<file path="config.mk">
export PLATFORM = sky130hd
export DESIGN_NAME = mc_ctrl
export DESIGN_NICKNAME = d
export VERILOG_FILES = /design/src/rtl/mc_ctrl.sv
export SDC_FILE = /design/constraint.sdc
export NUM_CORES = 1
export LEC_CHECK = 0
export CAP_MARGIN = 20
export CORE_ASPECT_RATIO = 0.8
export CORE_MARGIN = 3
export CORE_UTILIZATION = 52
export CTS_CLUSTER_DIAMETER = 30
export CTS_CLUSTER_SIZE = 8
export DETAILED_ROUTE_END_ITERATION = 7
export PLACE_DENSITY = 0.86
export REMOVE_ABC_BUFFERS = 1
export SYNTH_ARGS = -nofsm -noshare
export SYNTH_HDL_FRONTEND = slang
export SYNTH_SLANG_ARGS = --single-unit
export TNS_END_PERCENT = 1
</file>
<file path="constraint.sdc">
create_clock -name clk -period 6.4 [get_ports clk]
set_input_delay 1.92 -clock clk [delete_from_list [all_inputs] [get_ports clk]]
set_output_delay 1.92 -clock clk [all_outputs]
set_load 0.02 [all_outputs]
</file>
<file path="src/rtl/mc_ctrl.sv">
// Multi-cycle control sequencer for the MIPS datapath: steps each instruction
// through FETCH/DECODE/EXEC/MEM/WB with memory ready handshakes and a timeout.
module mc_ctrl #(
  parameter int MAX_WAIT = 15
) (
  input  logic        clk,
  input  logic        reset,
  input  logic [5:0]  opcode,
  input  logic [5:0]  funct,
  input  logic        zero,
  input  logic        imem_ready,
  input  logic        dmem_ready,
  output logic        imem_req,
  output logic        dmem_req,
  output logic        ir_we,
  output logic        pc_we,
  output logic        reg_we,
  output logic        mem_we,
  output logic [1:0]  reg_dst,
  output logic [1:0]  reg_src,
  output logic        alu_src,
  output logic [2:0]  alu_ctrl,
  output logic        ext_op,
  output logic [2:0]  npc_sel,
  output logic        instr_done,
  output logic [31:0] instr_cnt,
  output logic        err,
  output logic [2:0]  state
);

  typedef enum logic [2:0] {
    S_FETCH  = 3'd0,
    S_DECODE = 3'd1,
    S_EXEC   = 3'd2,
    S_MEM    = 3'd3,
    S_WB     = 3'd4,
    S_HALT   = 3'd7
  } state_t;

  localparam logic [7:0] WAIT_LAST = 8'(MAX_WAIT - 1);

  state_t     cur;
  logic [7:0] wait_cnt;
  logic       is_rtype, is_add, is_sub, is_jr, is_ori, is_lui;
  logic       is_lw, is_sw, is_beq, is_jal, is_nop;
  logic       unused_zero;

  // The branch condition is resolved by the NPC, not by the sequencer.
  assign unused_zero = zero;

  assign is_rtype = (opcode == 6'h00);
  assign is_add   = is_rtype && (funct == 6'h20);
  assign is_sub   = is_rtype && (funct == 6'h22);
  assign is_jr    = is_rtype && (funct == 6'h08);
  assign is_ori   = (opcode == 6'h0D);
  assign is_lui   = (opcode == 6'h0F);
  assign is_lw    = (opcode == 6'h23);
  assign is_sw    = (opcode == 6'h2B);
  assign is_beq   = (opcode == 6'h04);
  assign is_jal   = (opcode == 6'h03);
  assign is_nop   = !(is_add | is_sub | is_jr | is_ori | is_lui |
                      is_lw | is_sw | is_beq | is_jal);

  assign state      = cur;
  assign instr_done = pc_we;

  always_comb begin
    imem_req = 1'b0;
    dmem_req = 1'b0;
    ir_we    = 1'b0;
    pc_we    = 1'b0;
    reg_we   = 1'b0;
    mem_we   = 1'b0;
    reg_dst  = 2'd0;
    reg_src  = 2'd0;
    alu_src  = 1'b0;
    alu_ctrl = 3'd0;
    ext_op   = 1'b0;
    npc_sel  = 3'd0;
    if (!reset) begin
      // ALU setup is held through MEM and WB so address and result stay stable.
      if (cur == S_EXEC || cur == S_MEM || cur == S_WB) begin
        alu_src  = is_ori | is_lui | is_lw | is_sw;
        alu_ctrl = (is_sub | is_beq) ? 3'd1 :
                   is_ori            ? 3'd2 :
                   is_lui            ? 3'd3 : 3'd0;
        ext_op   = is_lw | is_sw | is_beq;
      end
      case (cur)
        S_FETCH: begin
          imem_req = 1'b1;
          ir_we    = imem_ready;
        end
        S_DECODE: begin
          if (is_jr) begin
            pc_we   = 1'b1;
            npc_sel = 3'd3;
          end else if (is_nop) begin
            pc_we   = 1'b1;
          end
        end
        S_EXEC: begin
          if (is_beq) begin
            pc_we   = 1'b1;
            npc_sel = 3'd1;
          end
        end
        S_MEM: begin
          dmem_req = 1'b1;
          if (dmem_ready && is_sw) begin
            mem_we = 1'b1;
            pc_we  = 1'b1;
          end
        end
        S_WB: begin
          reg_we = 1'b1;
          pc_we  = 1'b1;
          if (is_jal) begin
            reg_dst = 2'd2;
            reg_src = 2'd2;
            npc_sel = 3'd2;
          end else if (is_lw) begin
            reg_src = 2'd1;
          end else if (is_rtype) begin
            reg_dst = 2'd1;
          end
        end
        default: ;
      endcase
    end
  end

  always_ff @(posedge clk) begin
    if (reset) begin
      cur       <= S_FETCH;
      wait_cnt  <= 8'd0;
      instr_cnt <= 32'd0;
      err       <= 1'b0;
    end else begin
      if (pc_we) instr_cnt <= instr_cnt + 32'd1;
      case (cur)
        S_FETCH: begin
          if (imem_ready) begin
            cur      <= S_DECODE;
            wait_cnt <= 8'd0;
          end else if (wait_cnt == WAIT_LAST) begin
            cur <= S_HALT;
            err <= 1'b1;
          end else begin
            wait_cnt <= wait_cnt + 8'd1;
          end
        end
        S_DECODE: begin
          wait_cnt <= 8'd0;
          if (is_jr || is_nop) cur <= S_FETCH;
          else if (is_jal)     cur <= S_WB;
          else                 cur <= S_EXEC;
        end
        S_EXEC: begin
          wait_cnt <= 8'd0;
          if (is_beq)             cur <= S_FETCH;
          else if (is_lw || is_sw) cur <= S_MEM;
          else                    cur <= S_WB;
        end
        S_MEM: begin
          if (dmem_ready) begin
            wait_cnt <= 8'd0;
            cur      <= is_sw ? S_FETCH : S_WB;
          end else if (wait_cnt == WAIT_LAST) begin
            cur <= S_HALT;
            err <= 1'b1;
          end else begin
            wait_cnt <= wait_cnt + 8'd1;
          end
        end
        S_WB: begin
          wait_cnt <= 8'd0;
          cur      <= S_FETCH;
        end
        S_HALT: cur <= S_HALT;
        default: cur <= S_FETCH;
      endcase
    end
  end

endmodule

</file>
==> run metrics, run 1 <==
Psw=0.000125 W; Adder-Cell Fraction of Synth Area=1.45%; Clock Power Share=33.0%; cell chain of the critical path=clkdlybuf4s50_1 -> nor4_1 -> nand2_1 -> nor4_1 -> nand3_1 -> a211oi_1 -> clkdlybuf4s50_1; worst hold path type=flop to flop; Post-CTS Resized=0; crit-path max FO=5; final setup violation count=0; routed vias=2748; max_cap viols=0; top cell type's share of synthesized area=33.9%; die area=5880 um^2; post-synthesis sequential area ratio=33.9%; Crit path arrival time=4.27 ns; Comb pwr share=11.0%; GRT Residual Overflow=0; CTS clk-pin slew, worst paths=0.08 ns; xor/xnor cell area share of the yosys netlist=1.35%; Setup CP Type=input pin to output pin; first-pass GRT wire length=11100 um; total wire length=6660 um; n_diodes=0; Final Skew=0.00568 ns; Initial DRT Pass Iterations=5; synthesis-to-layout area growth=29.0%; insertion delay to the later sink of the worst-skew pair=0.29 ns; FP Rows=22; RSZ-0062 raised after global routing=false; Syn Std Cell Area=2600 um^2; DR vias/cell=5.96; largest net degree at the start of global routing=63; DRT iter0 DRCs=237; crit path time final=6.19 ns; worst rel slew slack=59.8%; Die H=69.2 um; largest stage delay on the critical path=0.65 ns; PD cells=149 nW/um^2; Synth Flop Type=dfxtp_1; yosys warns=0; clk root buf=clkbuf_8; Post-Synth Simple-Gate Area=34.6%; clock buffer depth=2; synthesized flop and latch total=44; share of post-route cells with drive strength above 1=4.74%; Overall Power=0.000498 W; vias in the first global route=2403; Die W=85 um; Critical Path RT=4.48 ns; TritonCTS clock tree=built; IO Port Bufs=68; wire per inst=14.4 um; Placer Congestion=0.856; leading area contributor after synthesis=dfxtp_1; Final Max Tran Viols=0; Synth Area in Compound Gates=21.9%; switching part of the total=25.1%; sequential power share=56.0%; Peak VDD IR=107 uV; Peak Freq=162 MHz; Initial Util=55.2%; core area=4710 um^2; DP HPWL=4920 um; I/O pins=72; Final Hold Viols=0; cts hold-fix bufs=0; Async S/R FF share, synth=0%; P_int=0.000373 W; Worst-Margin Slew=0.599 ns; Startpoint Class=input pin; Setup Fix Bufs, Post-CTS=0; leak pwr=1.06 nW; H-tree Lvls=2; setup_tns=0 ns; post-synth cell types=45; largest family of logic cells by synthesized area=simple AND/OR/NAND/NOR gates; DRT antenna net count=0; kind of end point of the critical path=output pin; Tot GR Track Use=22.4%; Sink Count=44; syn_area_per_cell=7.55 um^2; detailed-route DRC error count=0; total CTS buffers=5; initial antenna violation count=0; outcome=complete, no violations; Nets=421; filler cell count=392; Mapped Cells=344; EDFF count, synth=0; mux cell area share after synthesis=0.771%; top cells by area, synth=dfxtp_1 (34%), a21oi_1 (7.3%), o21ai_0 (4.8%), o31ai_1 (4.3%), or3_1 (4.3%); critical path's slowest cell=clkdlybuf4s50_1; Tcrit/Tclk final=96.7%
==> flip-flops by register name, indices dropped and copies added, names as in the netlist <==
| register | flops |
|---|---|
| err | 1 |
| wait_cnt | 8 |
| state | 3 |
| instr_cnt | 32 |
==> logic make-up after synthesis <==
group | after synthesis
buffers and inverters | 33
DFF | 44
adders and majority gates | 3
muxes | 2
AOI/OAI and AO/OA | 95
other | 1
xor gates and xnor gates | 4
and+or+nand+nor | 162
==> routing by layer <==
layer / wire (um) / up-vias / global-route usage, %
li1: - / 1385 / -
met1: 3150 / 1272 / 32.9
met2: 3080 / 80 / 33.2
met3: 337 / 11 / 4.16
met4: 100 / 0 / 6.68
met5: 0 / - / 0
==> Yosys cell counts, types with 3 or more instances <==
| cell type | count |
|---|---|
| or3_1 | 18 |
| and4_1 | 4 |
| nand3_1 | 18 |
| nand2_1 | 24 |
| a21oi_1 | 38 |
| inv_1 | 10 |
| or4_1 | 12 |
| and2_1 | 7 |
| o31ai_1 | 15 |
| and3_1 | 8 |
| nand2b_1 | 3 |
| nand3b_1 | 4 |
| dfxtp_1 | 44 |
| a31oi_1 | 3 |
| clkbuf_1 | 13 |
| nor2_1 | 26 |
| nor4_1 | 5 |
| nand4_1 | 9 |
| nor3b_1 | 4 |
| o21ai_0 | 25 |
| a211oi_1 | 4 |
| nor3_1 | 9 |
| or2_2 | 6 |
| buf_4 | 5 |
| ha_1 | 3 |
==> through the flow <==
stage          hold WS (ns)  area [um^2]  std cells  utilization [%]  worst slack [ns]
3_5_place_dp          0.463         3270        454             69.5             0.220
6_report              0.474         3350        461             71.1             0.213
3_3_place_gp          0.456         3270        454             69.5             0.257
5_1_grt               0.503         3350        461             71.1           0.00273
2_1_floorplan         0.451         2480        322                -             0.739
4_1_cts               0.481         3350        461             71.1             0.218
==> cell type report <==
cell class / count / area (um^2) / share of cell area, %
Clock inverter: 1 / 5.00 / 0.149
Sequential cell: 44 / 881 / 26.3
Timing Repair Buffer: 72 / 711 / 21.2
Multi-Input combinational cell: 268 / 1570 / 46.8
Clock buffer: 6 / 72.6 / 2.17
Tap cell: 60 / 75.1 / 2.24
Inverter: 10 / 37.5 / 1.12
==> worst paths after layout <==
path                   from       endpoint  slack, ns  cells after the start
setup / recovery  opcode[2]     npc_sel[0]       0.21                      7
hold / removal          err            err       0.47                      2
setup reg to reg   state[0]  instr_cnt[26]       4.00                      5
hold reg to reg         err            err       0.47                      2
==> power by group through the flow <==
stage | clock network, W | registers (W) | logic (W)
global route | 0.000176 | 0.000280 | 0.0000598
finish | 0.000164 | 0.000279 | 0.0000548
floorplan | 0 | 0.000286 | 0.0000235
global placement | 0 | 0.000285 | 0.0000531
detailed placement | 0 | 0.000286 | 0.0000542
CTS | 0.000167 | 0.000279 | 0.0000545
==> placed cells by master (no fill, tap or decap), types with 3 or more instances in the layout <==
master and n:
o21ai_0 25, inv_1 10, and3_1 8, nor3_1 9, nand3_1 18, ha_1 3
clkdlybuf4s50_1 68, o31ai_1 15, nor4_1 5, nor2_1 26, nand4_1 9, a211oi_1 4
nor3b_1 4, a21oi_1 38, dfxtp_1 44, or4_1 12, a31oi_1 3, nand3b_1 4
or2_2 6, buf_4 4, or3_1 18, and4_1 4, clkbuf_8 5, nand2b_1 3
and2_1 7, nand2_1 24
==> critical path: cells and delay by family <==
family	cells	cell delay (ns)
AO/OA/AOI/OAI	1	0.25
buffers and inverters	2	1.12
AND/OR/NAND/NOR	4	0.98
Note: power is estimated with default switching activity, not from simulation.
==> run 2: changes to the inputs <==
--- a/config.mk
+++ b/config.mk
@@ -8,11 +8,11 @@
 export CAP_MARGIN = 20
 export CORE_ASPECT_RATIO = 0.8
 export CORE_MARGIN = 3
-export CORE_UTILIZATION = 52
+export CORE_UTILIZATION = 48
 export CTS_CLUSTER_DIAMETER = 30
 export CTS_CLUSTER_SIZE = 8
 export DETAILED_ROUTE_END_ITERATION = 7
-export PLACE_DENSITY = 0.86
+export PLACE_DENSITY = 0.8
 export REMOVE_ABC_BUFFERS = 1
 export SYNTH_ARGS = -nofsm -noshare
 export SYNTH_HDL_FRONTEND = slang
==> constraint.sdc (replaced) <==
create_clock -name clk -period 6.2 [get_ports clk]
set_input_delay 1.86 -clock clk [delete_from_list [all_inputs] [get_ports clk]]
set_output_delay 1.86 -clock clk [all_outputs]
set_load 0.02 [all_outputs]
==> run metrics, run 2 (synthesis results as in run 1) <==
clk root buf=clkbuf_8; PD cells=167 nW/um^2 (+12%); GRT Residual Overflow=0 (unchanged); crit-path max FO=5 (unchanged); Die H=71.8 um (+3.7%); I/O pins=72 (unchanged); cts hold-fix bufs=0 (unchanged); most common cell after layout, fill and taps aside=clkdlybuf4s50_1; RSZ-0062 raised after global routing=false; share of post-route cells with drive strength above 1=4.98% (+0.24 points); core area=5120 um^2 (+8.8%); insertion delay to the later sink of the worst-skew pair=0.31 ns (+0.02 ns); Tcrit/Tclk final=97.0%; Startpoint Class=input pin; Sink Count=44 (unchanged); H-tree Lvls=2 (unchanged); final setup violation count=0 (unchanged); Critical Path RT=4.34 ns (-0.14 ns); vias in the first global route=2265 (-5.7%); clock buffer depth=2 (unchanged); Peak Freq=166 MHz; initial antenna violation count=0 (unchanged); Largest register FFs=32 (unchanged); Final Hold Viols=0 (unchanged); worst hold path type=flop to flop; max_cap viols=0 (unchanged); Peak VDD IR=118 uV (+10%); Post-CTS Resized=0 (unchanged); die area=6330 um^2 (+7.7%); FP Rows=23 (+4.5%); DRT antenna net count=0 (unchanged); Setup Fix Bufs, Post-CTS=0 (unchanged); n_diodes=0 (unchanged); Placer Congestion=0.868 (+1.4%); kind of end point of the critical path=output pin; CTS clk-pin slew, worst paths=0.07 ns (about the same); DP Cell Count=456 (+0.44%); crit path time final=6.02 ns; TritonCTS clock tree=built; worst rel slew slack=61.8% (+1.9 points); most frequent cells in the layout=clkdlybuf4s50_1 (68), dfxtp_1 (44), a21oi_1 (38), nor2_1 (26), o21ai_0 (25); post-route insts no fill=464 (+0.65%); Tot GR Track Use=21.9% (-0.50 points); Final Skew=0.0130 ns (+0.00735 ns); setup_tns=0 ns (unchanged); detailed-route DRC error count=0 (unchanged); Setup CP Type=input pin to output pin; Die W=88.2 um (+3.8%); outcome=complete, no violations; DRT iter0 DRCs=244 (+3.0%); routed vias=2729 (-0.69%); Initial DRT Pass Iterations=4 (-1); total CTS buffers=5 (unchanged); DP HPWL=4910 um (about the same); Nets=421 (unchanged); Final Max Tran Viols=0 (unchanged); Largest Register=instr_cnt; IO Port Bufs=68 (unchanged); Initial Util=50.7% (-4.5 points); largest net degree at the start of global routing=63 (unchanged); Worst-Margin Slew=0.570 ns (-0.0290 ns); synthesis-to-layout area growth=30.2%; wire per inst=14.4 um (about the same); total wire length=6700 um (+0.59%); first-pass GRT wire length=11000 um (-1.2%); Crit path arrival time=4.16 ns (-0.11 ns); Fin Hold WS=0.481 ns (+0.00686 ns); DR vias/cell=5.88 (-1.3%); leak pwr=1.07 nW (+1.3%)
run 2: changes by cell type in the layout (fill, tap and decap cells not counted), sizes merged:
cell	previous run	this run
bufinv	0	1
run 2: stage by stage:
stage                     setup WS (ns)  total power (W)  area, um^2  utilization (%)
after global routing             0.0165         0.000586        3380             66.0
after detailed placement          0.197         0.000351        3270             63.9
after CTS                         0.193         0.000570        3380             66.0
after global placement            0.188         0.000350        3270             63.9
after floorplan                   0.659         0.000320        2480                -
final                             0.184         0.000565        3380             66.0
run 2: final timing paths:
check | slack [ns] | cells after the start | startpoint | to
worst min-delay path | 0.48 | 2 | err | err
worst max register to register | 3.73 | 5 | state[0] | instr_cnt[24]
worst max-delay path | 0.18 | 7 | opcode[2] | npc_sel[0]
worst min register to register | 0.48 | 2 | err | err
run 2: critical path: stages:
cell	delay (ns)
clkdlybuf4s50_1	0.46
nor4_1	0.48
nand2_1	0.14
nor4_1	0.21
nand3_1	0.14
a211oi_1	0.24
clkdlybuf4s50_1	0.64
run 2: report_power, final:
part           internal, W  switching [W]   total, W
sequential        0.000284     0.00000408   0.000288
clock             0.000120       0.000100   0.000220
combinational    0.0000242      0.0000323  0.0000564
total             0.000428       0.000136   0.000565
run 2: area by class of cell:
cell class / count / area, um^2
fill: 450 / 1740
clock inverter: 2 / 35.0
sequential: 44 / 881
tap: 62 / 77.6
timing repair buffer: 72 / 711
multi-input combinational: 268 / 1570
inverter: 10 / 37.5
clock buffer: 6 / 72.6
run 2: per-layer routing:
layer / track usage (%) / share of wire (%)
met4: 5.54 / 0.79
met2: 32.8 / 46
met5: 0 / 0
met3: 4.83 / 5.2
met1: 31.8 / 48
